--- src/rtl/core_pkg.sv ---
// Shared core constants and elaboration-time helpers.
package core_pkg;

   localparam int unsigned CORE_WIDTH = 32;

   // Smallest b with 2**b >= value; returns 0 for value <= 1.
   function automatic int unsigned clog2(input int unsigned value);
      int unsigned result;
      result = 0;
      for (int unsigned b = 0; b < 32; b++) begin
         if ((64'd1 << b) < 64'(value)) result = b + 1;
      end
      return result;
   endfunction

endpackage

--- src/rtl/rr_arbiter.sv ---
// Single-grant arbiter: fixed priority (lowest index) or round-robin starting at ptr.
module rr_arbiter
   import core_pkg::*;
#(
   parameter int unsigned N = 4,
   localparam int unsigned SEL_W = (N > 1) ? clog2(N) : 1
) (
   input  logic [N-1:0]     req,
   input  logic [SEL_W-1:0] ptr,
   input  logic             rr_en,
   output logic [N-1:0]     gnt,
   output logic [SEL_W-1:0] gnt_idx,
   output logic             gnt_any
);

   always_comb begin
      int unsigned start;
      int unsigned idx;
      logic [SEL_W-1:0] sel;
      gnt     = '0;
      gnt_idx = '0;
      gnt_any = 1'b0;
      start   = rr_en ? 32'(ptr) : 32'd0;
      // Candidate order start, start+1, ... wrapped modulo N; first requester wins.
      for (int unsigned k = 0; k < N; k++) begin
         idx = start + k;
         if (idx >= N) idx = idx - N;
         sel = SEL_W'(idx);
         if (!gnt_any && req[sel]) begin
            gnt[sel] = 1'b1;
            gnt_idx  = sel;
            gnt_any  = 1'b1;
         end
      end
   end

endmodule

--- src/rtl/mux_arb_reg.sv ---
// N-input registered arbitrating mux with valid/ready on every input and the output.
module mux_arb_reg
   import core_pkg::*;
#(
   parameter int unsigned WIDTH = CORE_WIDTH,
   parameter int unsigned N     = 4,
   localparam int unsigned SEL_W = (N > 1) ? clog2(N) : 1
) (
   input  logic               clk,
   input  logic               rst_n,
   input  logic [N*WIDTH-1:0] in_data,
   input  logic [N-1:0]       in_valid,
   output logic [N-1:0]       in_ready,
   input  logic               rr_en,
   output logic [WIDTH-1:0]   out_data,
   output logic [SEL_W-1:0]   out_src,
   output logic               out_valid,
   input  logic               out_ready
);

   localparam logic [SEL_W-1:0] LAST_IDX = SEL_W'(N - 1);

   logic [WIDTH-1:0] in_words [N];
   logic [WIDTH-1:0] out_data_q, out_data_d;
   logic [SEL_W-1:0] out_src_q, out_src_d;
   logic             out_valid_q, out_valid_d;
   logic [SEL_W-1:0] ptr_q, ptr_d;
   logic [N-1:0]     gnt;
   logic [SEL_W-1:0] gnt_idx;
   logic             gnt_any;
   logic             load;
   logic             xfer;

   for (genvar i = 0; i < N; i++) begin : g_unpack
      assign in_words[i] = in_data[i*WIDTH +: WIDTH];
   end

   rr_arbiter #(.N(N)) u_arb (
      .req     (in_valid),
      .ptr     (ptr_q),
      .rr_en   (rr_en),
      .gnt     (gnt),
      .gnt_idx (gnt_idx),
      .gnt_any (gnt_any)
   );

   always_comb begin
      load        = !out_valid_q || out_ready;
      xfer        = rst_n && load && gnt_any;
      // gnt is only ever set on a requesting channel, so this never readies an idle producer.
      in_ready    = xfer ? gnt : '0;
      out_data_d  = out_data_q;
      out_src_d   = out_src_q;
      out_valid_d = out_valid_q;
      ptr_d       = ptr_q;
      if (xfer) begin
         out_data_d  = in_words[gnt_idx];
         out_src_d   = gnt_idx;
         out_valid_d = 1'b1;
         ptr_d       = (gnt_idx == LAST_IDX) ? '0 : gnt_idx + 1'b1;
      end else if (load) begin
         out_valid_d = 1'b0;
      end
   end

   always_ff @(posedge clk) begin
      if (!rst_n) begin
         out_data_q  <= '0;
         out_src_q   <= '0;
         out_valid_q <= 1'b0;
         ptr_q       <= '0;
      end else begin
         out_data_q  <= out_data_d;
         out_src_q   <= out_src_d;
         out_valid_q <= out_valid_d;
         ptr_q       <= ptr_d;
      end
   end

   assign out_data  = out_data_q;
   assign out_src   = out_src_q;
   assign out_valid = out_valid_q;

endmodule

--- config.mk ---
export PLATFORM = sky130hd
export DESIGN_NAME = mux_arb_reg
export DESIGN_NICKNAME = d
export VERILOG_FILES = /design/src/rtl/core_pkg.sv /design/src/rtl/rr_arbiter.sv /design/src/rtl/mux_arb_reg.sv
export SDC_FILE = /design/constraint.sdc
export NUM_CORES = 1
export LEC_CHECK = 0
export CORE_ASPECT_RATIO = 1.5
export CORE_MARGIN = 4
export CORE_UTILIZATION = 51
export CTS_CLUSTER_DIAMETER = 120
export DETAILED_ROUTE_END_ITERATION = 16
export DONT_BUFFER_PORTS = 1
export HOLD_SLACK_MARGIN = 0.15
export PLACE_DENSITY = 0.71
export SETUP_SLACK_MARGIN = 0.1
export SLEW_MARGIN = 15
export SYNTH_ARGS = -nofsm -noshare
export SYNTH_HDL_FRONTEND = slang
export SYNTH_SLANG_ARGS = --single-unit
export TNS_END_PERCENT = 20
--- constraint.sdc ---
create_clock -name clk -period 3.36 [get_ports clk]
set_clock_uncertainty 0.05 [all_clocks]
set_input_delay 0.504 -clock clk [delete_from_list [all_inputs] [get_ports clk]]
set_output_delay 0.504 -clock clk [all_outputs]
set_load 0.005 [all_outputs]
==> results.md, run 1 <==
- Buffer depth of the longest clock path: 2
- Peak VDD IR: just under 0.4 mV
- Die area: about 6600 um2
- Starting density of the core: 53.0%
- Hold Path End: out_src[0]
- Routed Antenna Nets: 0
- Global-route wire length before repair: 11.0 mm
- Site Rows: 32
- Run status: complete, no violations
- Hold Buf Count CTS: 0
- RSZ-0062 raised after global routing: true
- Ys Warns: 0
- Num CTS Buffers: 5
- CP Cell Sequence: nand2_8 > ha_2 > mux4_2 > or2_4 > o311ai_2 > a21oi_1
- Synth cell types: 41
- #FFs+latches synth: 37
- WL per Instance: 21.1 um
- GP Congestion: between 0.8 and 0.9
- Worst hold slack: 325 ps
- Fillers: 457
- Xor/xnor share of the synthesized area: 0.320%
- Minimum clock period: 3140 ps
- Synth Area in Simple Gates: slightly below 8%
- CTS H-tree depth: 2
- Flop2flop setup slack: 320 ps
- Hold Fails Final Rpt: 0
- Largest family of logic cells by synthesized area: multiplexers
- Slew of the pin with the lowest slew margin: 488 ps
- Seq. cell area: about 740 um2
- Clk pin slew, worst setup/hold paths: 70 ps
- Post-synth EDFFs: 0
- Worst EP arrival: 2590 ps
- Tcrit/Tclk final: between 90 and 100%
- Worst path slowest cell: mux4_2
- Asr flop ratio synth: 0%
- Post-synthesis mux area share: 28.3%
- Setup-failing EPs final: 0
- Area of the multi-input gates: 1850 um2
- DR DRC count: 0
- Via count: 2160
- Ant diodes: 0
- Area Growth Syn to Fin: 6.36%
- CTS Root Cell: clkbuf_8
- Skew-Pair Late Insertion Delay: 280 ps
- HP Class: input pin to flop
- I/O Pins: 175
- Routed WL: 7.20 mm
- Final core occ: 56.3%
- Seq/Total Area, Yosys: between 20% and 30%
- Final worst setup slack: between 200 and 250 ps
- Max_cap viols: 0
- Post-DP HPWL: between 5 and 6 mm
- Initial DRC Count: 70
- Maximum clock frequency: 318 MHz
- Layout cell share with drive strength beyond 1: 17.9%
- Pins Over Slew Limit: 0
- HP Start: rst_n
- CTS tree: done
- Compound-cell area share of the yosys netlist: approximately a quarter
- CP endpoint kind: primary output
- CP Launch Point: ptr_q[0]
- CP required: 2810 ps
- CP max FO: 10
- Top_reg_cell synth: dfxtp_1
- Slowest stage delay, CP: 550 ps
- Syn Nets: ~420
- Top delay family on crit path: compound AO/OA/AOI/OAI gates
- Commonest non-fill, non-tap cell in the layout: mux2i_1
- P_leak: between 1 and 1.5 nW
- Pin count of the biggest net entering global routing: 46
- Post-Synth Adder-Cell Area: 3.66%
- Syn avg cell area: roughly 10 um2
- Crit path buffers/inverters: 0
- TritonCTS Sinks: 37
- Most frequent cells in the layout: 66 x mux2i_1, 36 x dfxtp_1, 24 x o21ai_0, 18 x nand2_1, 16 x a2bb2oi_1
- Cells after Synth: 277
- Rel. slew slack: 67.5%
- Die height: 97.7 um
- Worst path depth: 6
- Initial antenna violation count: 0
- Layout Nets: 417
- Total power: 2.04 mW
- Reg2reg end: out_data[1]
- All-layer global routing usage: between 20% and 30%
- Core region area: between 5000 and 6000 um2
- Type of the worst setup path: flop to primary output
- Netlist Area Pre-Place: around 2700 um2
- Worst Setup Start Kind: flop
- # port buffers: 0
- TritonRoute pass-1 iters: 4
- Die width: 67.8 um
- Hold Path Stages: 2
- Via density: 6.32
- Vias in the first global route: 2221
- Reg-to-reg startpoint: ptr_q[0]
- Worst slack at placement: about 97 ps
- Grt total ovfl: 0
- Setup TNS: 0 ps
- Reg2Reg Depth: 9
- Pwr dens: 701 nW/um2
-- worst max path at each step --
stage / endpoint
after detailed placement: out_data[14]
after global routing: in_ready[2]
after CTS: in_ready[0]
after global placement: out_data[26]
final: in_ready[0]
after floorplan: in_ready[0]
-- state kept, by name, indices dropped and copies added (netlist names) --
| register | cells |
|---|---|
| ptr_q | 2 |
| out_data | 32 |
| out_valid | 1 |
| out_src | 2 |
-- stage by stage --
| stage | instances | cell area, um2 |
|---|---|---|
| CTS | 341 | 2900 |
| finish | 342 | 2910 |
| global placement | 332 | 2810 |
| detailed placement | 332 | 2810 |
| floorplan | 277 | 2750 |
| global route | 342 | 2910 |
-- synthesized netlist by cell type (5+ instances only) --
cell       number  share of area (%)
o21ai_0        24                4.4
nor2_1          6               0.82
buf_2           8                1.5
mux2i_1        66                 24
o22ai_1         5                1.1
o21ai_1        10                1.8
a22oi_1         5                1.4
a21oi_1         9                1.6
buf_6           5                2.1
a2bb2oi_2      13                7.1
dfxtp_1        37                 27
a2bb2oi_1      16                5.1
ha_1            8                3.7
nand2_1        19                2.6
-- kinds of logic (layout without fill, tap and decap cells) --
| family | after synthesis | in the layout |
|---|---|---|
| AOI/OAI and AO/OA | 92 | 92 |
| muxes | 73 | 73 |
| and+or+nand+nor | 39 | 39 |
| DFF | 37 | 37 |
| buffers and inverters | 27 | 24 |
| adders and majority gates | 8 | 8 |
| xor gates and xnor gates | 1 | 1 |
-- where the power goes --
part	leakage (nW)	switching, mW	internal (mW)
clock	0.0395	0.145	0.147
combinational	0.799	0.494	0.507
sequential	0.308	0.150	0.596
-- worst reg2reg max path: stages (launching register included) --
cell and delay (ps):
dfxtp_4 410, nand2_8 110, ha_2 350, inv_1 110, mux4_2 580, buf_4 200
o311a_1 480, nand2_4 340, a2bb2oi_1 220, o21ai_0 90
-- per-layer routing --
| layer | wire, um | GRT usage [%] |
|---|---|---|
| met5 | 0 | 0 |
| met4 | 152 | 7.20 |
| met3 | 584 | 5.21 |
| met2 | 4030 | 40.4 |
| met1 | 2430 | 22.0 |
-- timing repair --
item,CTS,global route
setup endpoints to repair,4,33
gates resized for setup,1,2
pin swaps,1,2
buffers inserted,1,1
-- final cells by class --
class | instances | area share, %
clock buffers | 8 | 2.75
inverters | 5 | 0.731
multi-input cells | 213 | 63.5
flip-flops and latches | 37 | 25.6
well taps | 68 | 2.92
repair buffers | 11 | 4.56
No activity file was read; power rests on OpenSTA's default activity.
==> inputs of run 2 (changes only) <==
==> constraint.sdc (replaced) <==
create_clock -name clk -period 3.36 [get_ports clk]
set_clock_uncertainty 0.05 [all_clocks]
set_input_delay 0.168 -clock clk [delete_from_list [all_inputs] [get_ports clk]]
set_output_delay 0.168 -clock clk [all_outputs]
set_load 0.005 [all_outputs]
==> run 2 against run 1 <==
The run now fails in clock tree synthesis (4_1_cts). Synthesized area unchanged. Synthesized cell count unchanged.
==> results.md, run 2 <==
- I/O Pins: 175 (unchanged)
- Top_reg_cell synth: dfxtp_1
- Stopped at: clock tree synthesis (4_1_cts)
- Buffer depth of the longest clock path: 2 (unchanged)
- Post-Synth Adder-Cell Area: 3.66% (unchanged)
- Netlist Area Pre-Place: 2740 um2 (unchanged)
- Commonest cells in the netlist: 66 x mux2i_1, 37 x dfxtp_1, 24 x o21ai_0, 19 x nand2_1, 16 x a2bb2oi_1
- Yosys top cell by area: dfxtp_1
- Seq/Total Area, Yosys: 27.1% (unchanged)
- Compound-cell area share of the yosys netlist: 26.2% (unchanged)
- Syn Nets: 421 (unchanged)
- Most frequent cell after synthesis: mux2i_1
- Run status: aborted with a tool error
- Asr flop ratio synth: 0% (unchanged)
- TritonCTS Sinks: 37 (unchanged)
- Die width: 67.8 um (unchanged)
- #FFs+latches synth: 37 (unchanged)
- Synth Area in Simple Gates: 7.68% (unchanged)
- GP Congestion: 0.797 (-1.9%)
- Synth cell types: 41 (unchanged)
- CTS resizes: 0 (-1)
- Xor/xnor share of the synthesized area: 0.320% (unchanged)
- First Err: [ERROR RSZ-0060] Max buffer count reached.
- Post-synthesis mux area share: 28.3% (unchanged)
- Die height: 97.7 um (unchanged)
- Placed cell area: 2760 um2 (-1.8%)
- Post-synth EDFFs: 0 (unchanged)
- Syn avg cell area: 9.88 um2 (unchanged)
- Post-DP HPWL: 5.50 mm (-5.4%)
- Largest family of logic cells by synthesized area: multiplexers
- Post-CTS Setup Repair Bufs: 0 (-1)
- Starting density of the core: 53.0% (unchanged)
- Yosys top cell area share: 27.1% (unchanged)
- Cells after Synth: 277 (unchanged)
- CTS H-tree depth: 2 (unchanged)
- Site Rows: 32 (unchanged)
- CTS Root Cell: clkbuf_8
- # port buffers: 0 (unchanged)
- Synth area leaders: dfxtp_1 27%, mux2i_1 24%, a2bb2oi_2 7.1%, a2bb2oi_1 5.1%, o21ai_0 4.4%
- Hold Buf Count CTS: 101 (+101)
- Ys Warns: 0 (unchanged)
- Num CTS Buffers: 5 (unchanged)
==> run 2: through the flow <==
stage / util, % / hold slack, ps / instances / setup WS, ps
floorplan: - / 256 / 277 / 430
global placement: 53.4 / 265 / 331 / 176
detailed placement: 53.4 / 269 / 331 / 68.6
==> run 2: kinds of logic after synthesis <==
kind of cell	Yosys count
AO/OA/AOI/OAI	92
XOR/XNOR	1
multiplexers	73
flip-flops	37
buffers and inverters	27
adder cells (fa/ha/maj)	8
AND/OR/NAND/NOR	39
==> inputs of run 3 (changes only) <==
Settings changed: CORE_ASPECT_RATIO 1.5 to default, CORE_UTILIZATION 51 to 36, CTS_CLUSTER_DIAMETER 120 to default, HOLD_SLACK_MARGIN 0.15 to default, PLACE_DENSITY 0.71 to default, PLACE_DENSITY_LB_ADDON from default to 0.15, SETUP_SLACK_MARGIN 0.1 to default.
Clock period 3.36 ns to 4.35 ns, I/O delays scaled along.
==> run 3 against run 2 <==
The flow now finishes without violations.
==> results.md, run 3 (synthesis gave the netlist of run 1 again) <==
- Die height: 95.2 um (-2.6%)
- Routed WL: 6.88 mm
- Post-CTS Setup Repair Bufs: 0 (unchanged)
- Die area: about 9100 um2
- Die width: 95.2 um (+40%)
- # port buffers: 0 (unchanged)
- Hold Fails Final Rpt: 0
- Peak VDD IR: 0.191 mV
- Fillers: 722
- Placed cell area: 2740 um2 (-0.59%)
- Area Growth Syn to Fin: 3.52%
- Starting density of the core: 37.3% (-16 points)
- Worst Setup Start Kind: flop
- Worst EP arrival: about 3300 ps
- Site Rows: 31 (-3.1%)
- CP Cell Sequence: nand2_8 > ha_1 > inv_1 > mux4_2 > nor4b_1 > a22oi_1 > a21oi_1
- Maximum clock frequency: roughly 280 MHz
- I/O Pins: 175 (unchanged)
- Routed Antenna Nets: 0
- Pin count of the biggest net entering global routing: 38
- CP endpoint kind: primary output
- Global Route met2 Usage: 23.3%
- Setup-failing EPs final: 0
- GR peak layer: met2
- Hold Path Stages: 2
- Final worst setup slack: 800 ps
- Pwr dens: 540 nW/um2
- CP max FO: 13
- Worst path slowest cell: nor4b_1
- WL per Instance: 18.9 um
- Slowest stage delay, CP: 670 ps
- Worst slack at placement: 919 ps (+851 ps)
- Commonest non-fill, non-tap cell in the layout: mux2i_1
- CP required: between 4000 and 5000 ps
- Layout Nets: 410
- All-layer global routing usage: between 10% and 20%
- Reg2reg end: out_data[25]
- Via count: 2092
- Vias in the first global route: 2023
- Hold Buf Count CTS: 0 (-100%)
- Most frequent cells in the layout: 66 x mux2i_1, 37 x dfxtp_1, 24 x o21ai_0, 19 x nand2_1, 16 x a2bb2oi_1
- GP Congestion: 0.799 (+0.25%)
- Buffer depth of the longest clock path: 2 (unchanged)
- Setup TNS: 0 ps
- CTS tree: done
- Skew-Pair Late Insertion Delay: about 280 ps
- Max_cap viols: 0
- Flop2flop setup slack: 920 ps
- Global-route wire length before repair: 10.0 mm
- Grt total ovfl: 0
- Layout cell share with drive strength beyond 1: between 10% and 20%
- Reg-to-reg startpoint: ptr_q[1]
- Grt met3 use: 4.50%
- HP Class: input pin to flop
- Hold Path End: ptr_q[1]
- P_leak: 1.09 nW
- Clk pin slew, worst setup/hold paths: around 70 ps
- Post-DP HPWL: 5.34 mm (-2.9%)
- Num CTS Buffers: 5 (unchanged)
- CTS Root Cell: clkbuf_8
- DR DRC count: 0
- Type of the worst setup path: flop to primary output
- Rel. slew slack: 52.2%
- Run status: complete, no violations
- Total power: 1.53 mW
- CTS resizes: 0 (unchanged)
- Initial DRC Count: 48
- Ant diodes: 0
- Core region area: between 7000 and 8000 um2
- Pins Over Slew Limit: 0
- CTS H-tree depth: 2 (unchanged)
- TritonCTS Sinks: 37 (unchanged)
- Initial antenna violation count: 0
- Slew of the pin with the lowest slew margin: approximately 720 ps
- TritonRoute pass-1 iters: 4
- Tcrit/Tclk final: 81.6%
- Max FFs per register: 32
- Reg2Reg Depth: 8
- HP Start: rst_n
- RSZ-0062 raised after global routing: false
- Minimum clock period: approximately 3500 ps
- Post-route design area: 2830 um2
- Global Route met1 Usage: between 10% and 20%
- Via density: 5.73
run 3: metal layers:
layer	up-vias	share of wire, %
met5	-	0
li1	1021	-
met1	958	40
met3	4	11
met4	0	0.78
met2	109	49
run 3: worst max-delay path: cells and delay by family, from the launching register on:
kind	cells	cell delay (ps)
AND/OR/NAND/NOR	2	820
multiplexers	1	640
buffers and inverters	1	120
AO/OA/AOI/OAI	2	430
adder cells (fa/ha/maj)	1	420
flip-flops	1	560
run 3: worst max-delay path by stage:
stage	slack, ps	depth (start not counted)	startpoint	to
2_1_floorplan	1370	9	ptr_q[1]	in_ready[0]
3_3_place_gp	1010	8	ptr_q[0]	out_data[25]
3_5_place_dp	920	8	ptr_q[1]	out_data[25]
4_1_cts	830	7	ptr_q[0]	in_ready[0]
5_1_grt	490	7	ptr_q[1]	in_ready[3]
6_report	800	7	ptr_q[0]	in_ready[0]
run 3: per-stage QoR:
step	hold WS (ps)	instances	utilization [%]
after floorplan	306	277	-
after global placement	317	358	37.4
after detailed placement	323	358	37.4
after CTS	22.4	365	38.6
after global routing	36.9	365	38.6
final	31.7	365	38.6
run 3: cell type report:
cell class                 instances  area (um2)  share of cell area (%)
sequential                        37         741                    26.1
inverter                           5        21.3                   0.751
multi-input combinational        213        1830                    64.5
timing repair buffer               4        30.0                    1.06
tap                               99         124                    4.37
clock buffer                       6        82.6                    2.92
clock inverter                     1        7.51                   0.265
run 3: where the power goes:
part / internal (mW) / switching, mW / total (mW)
Combinational: 0.349 / 0.362 / 0.711
Clock: 0.125 / 0.123 / 0.248
Sequential: 0.460 / 0.110 / 0.569
Total: 0.934 / 0.595 / 1.53
==> inputs of run 4 (changes only) <==
Clock period 4.35 ns to 3.3 ns, I/O delays scaled along.
==> run 4 against run 3 <==
Die area stayed put. Critical path depth increased by 2. Sequential power is 32% higher. Critical path type unchanged. Final cell count increased by 5.2%. Via count is 4.4% higher. Highest routed layer unchanged. Register-to-register slack worse by 660 ps. Combinational power increased by 42%.
==> results.md, run 4 (synthesis gave the netlist of run 1 again) <==
- Worst Setup Start Kind: flop
- Die height: 95.2 um (unchanged)
- Reg-to-reg startpoint: ptr_q[0]
- Reg2Reg Depth: 8 (unchanged)
- Type of the worst setup path: flop to primary output
- Clk pin slew, worst setup/hold paths: 80 ps (about the same)
- # port buffers: 0 (unchanged)
- Flop2flop setup slack: 260 ps (-660 ps)
- CP endpoint kind: primary output
- I/O Pins: 175 (unchanged)
- Minimum clock period: 3100 ps
- Peak VDD IR: 0.220 mV (+15%)
- Hold Path End: out_data[18]
- Top layer in use: met4
- TritonCTS Sinks: 37 (unchanged)
- Max FFs per register: 32 (unchanged)
- Hold Fails Final Rpt: 0 (unchanged)
- Routed WL: 7.13 mm (+3.5%)
- Site Rows: 31 (unchanged)
- Grt total ovfl: 0 (unchanged)
- Initial antenna violation count: 0 (unchanged)
- DR DRC count: 0 (unchanged)
- Num CTS Buffers: 5 (unchanged)
- Starting density of the core: 37.3% (unchanged)
- Via density: 5.69 (-0.72%)
- Layout cell share with drive strength beyond 1: 17.9% (+2.9 points)
- WL per Instance: 18.6 um (-1.6%)
- Pins Over Slew Limit: 0 (unchanged)
- HP Class: input pin to flop
- Commonest non-fill, non-tap cell in the layout: mux2i_1
- Post-route insts no fill: 384 (+5.2%)
- TritonRoute pass-1 iters: 4 (unchanged)
- CP required: 3080 ps (-1000 ps)
- Worst EP arrival: 2880 ps (-400 ps)
- CP max FO: 11 (-2)
- Met1 WL: 2.84 mm (+4.3%)
- Metal2 WL: 3.45 mm (+2.1%)
- CTS Root Cell: clkbuf_8
- Core region area: 7330 um2 (unchanged)
- Layout Nets: 428 (+4.4%)
- HP Start: in_data[114]
- Pwr dens: 700 nW/um2 (+30%)
- Rel. slew slack: 70.8% (+19 points)
- RSZ-0062 raised after global routing: false
- Slew of the pin with the lowest slew margin: 438 ps (-277 ps)
- Routed Antenna Nets: 0 (unchanged)
- Skew-Pair Late Insertion Delay: 290 ps (about the same)
- Hold Path Stages: 2 (unchanged)
- Initial DRC Count: 64 (+33%)
- Die width: 95.2 um (unchanged)
- Pin count of the biggest net entering global routing: 33 (-13%)
- Reg2reg end: out_data[28]
- GP Congestion: 0.826 (+3.4%)
- All-layer global routing usage: 14.8% (+0.82 points)
- Area Growth Syn to Fin: 10.8%
- CTS H-tree depth: 2 (unchanged)
- Ant diodes: 0 (unchanged)
- Max_cap viols: 0 (unchanged)
- CTS tree: done
- Via count: 2185 (+4.4%)
- Most frequent cells in the layout: 66 x mux2i_1, 36 x dfxtp_1, 24 x o21ai_0, 19 x nand2_1, 16 x a2bb2oi_1
- Run status: complete, no violations
- Global-route wire length before repair: 10.5 mm (+5.1%)
- Buffer depth of the longest clock path: 2 (unchanged)
- Wire length on met3: 749 um (+2.7%)
- Placed Cells: 367 (+2.5%)
- P_leak: 1.19 nW (+9.1%)
- Tcrit/Tclk final: 93.9%
- Maximum clock frequency: 323 MHz
- Vias in the first global route: 2102 (+3.9%)
- Setup TNS: 0 ps (unchanged)
- Die area: 9060 um2 (unchanged)
- Post-DP HPWL: 5.42 mm (+1.6%)
- Setup-failing EPs final: 0 (unchanged)
[run 4: worst max-delay path by stage]
stage	startpoint	endpoint	slack [ps]	cells past startpoint
after CTS	ptr_q[0]	in_ready[3]	60	9
after global placement	ptr_q[0]	out_data[25]	190	8
after global routing	ptr_q[0]	in_ready[3]	10	9
after floorplan	ptr_q[1]	in_ready[0]	370	9
after detailed placement	ptr_q[0]	out_data[28]	140	8
final	ptr_q[0]	in_ready[3]	200	9
[run 4: layout make-up]
cell class / instances / area, um2
sequential: 37 / 742
clock buffer: 7 / 96.3
inverter: 5 / 21.3
clock inverter: 1 / 8.76
fill: 719 / 4300
multi-input combinational: 213 / 1830
timing repair buffer: 22 / 213
tap: 99 / 124
[run 4: metal layers]
layer | track usage (%) | vias up
li1 | - | 1060
met1 | 18.3 | 1003
met3 | 4.81 | 6
met2 | 24.4 | 116
met4 | 4.69 | 0
met5 | 0 | -
[run 4: through the flow]
| step | utilization [%] | cell area [um2] | worst slack, ps | power (mW) | hold WS, ps |
|---|---|---|---|---|---|
| final | 41.4 | 3030 | 202 | 2.12 | 3.62 |
| after global routing | 41.4 | 3030 | 11.9 | 2.27 | 11.9 |
| after CTS | 41.3 | 3030 | 55.9 | 2.15 | 0.773 |
| after detailed placement | 38.7 | 2840 | 142 | 1.77 | 269 |
| after global placement | 38.7 | 2840 | 192 | 1.76 | 262 |
| after floorplan | - | 2740 | 373 | 1.58 | 253 |
[run 4: critical path, stage by stage, from the launching register on]
cell     delay [ps]
dfxtp_2         460
nand2_8          60
ha_1            380
inv_1           130
mux4_2          550
buf_4           200
nor4b_1         320
buf_4           190
a22oi_1          90
a21oi_1         230
[run 4: what timing repair did]
action                                 CTS  global route
hold buffers                             9             0
setup buffers                            0             0
setup endpoints to repair                0            14
endpoints found under the hold margin    7             0
resized for setup                        0             1
[run 4: report_power, final]
| group | switching (mW) | internal [mW] | leakage, nW | total [mW] |
|---|---|---|---|---|
| clock | 0.170 | 0.193 | 0.0549 | 0.363 |
| sequential | 0.147 | 0.606 | 0.308 | 0.753 |
| combinational | 0.497 | 0.511 | 0.831 | 1.01 |
| total | 0.813 | 1.31 | 1.19 | 2.12 |
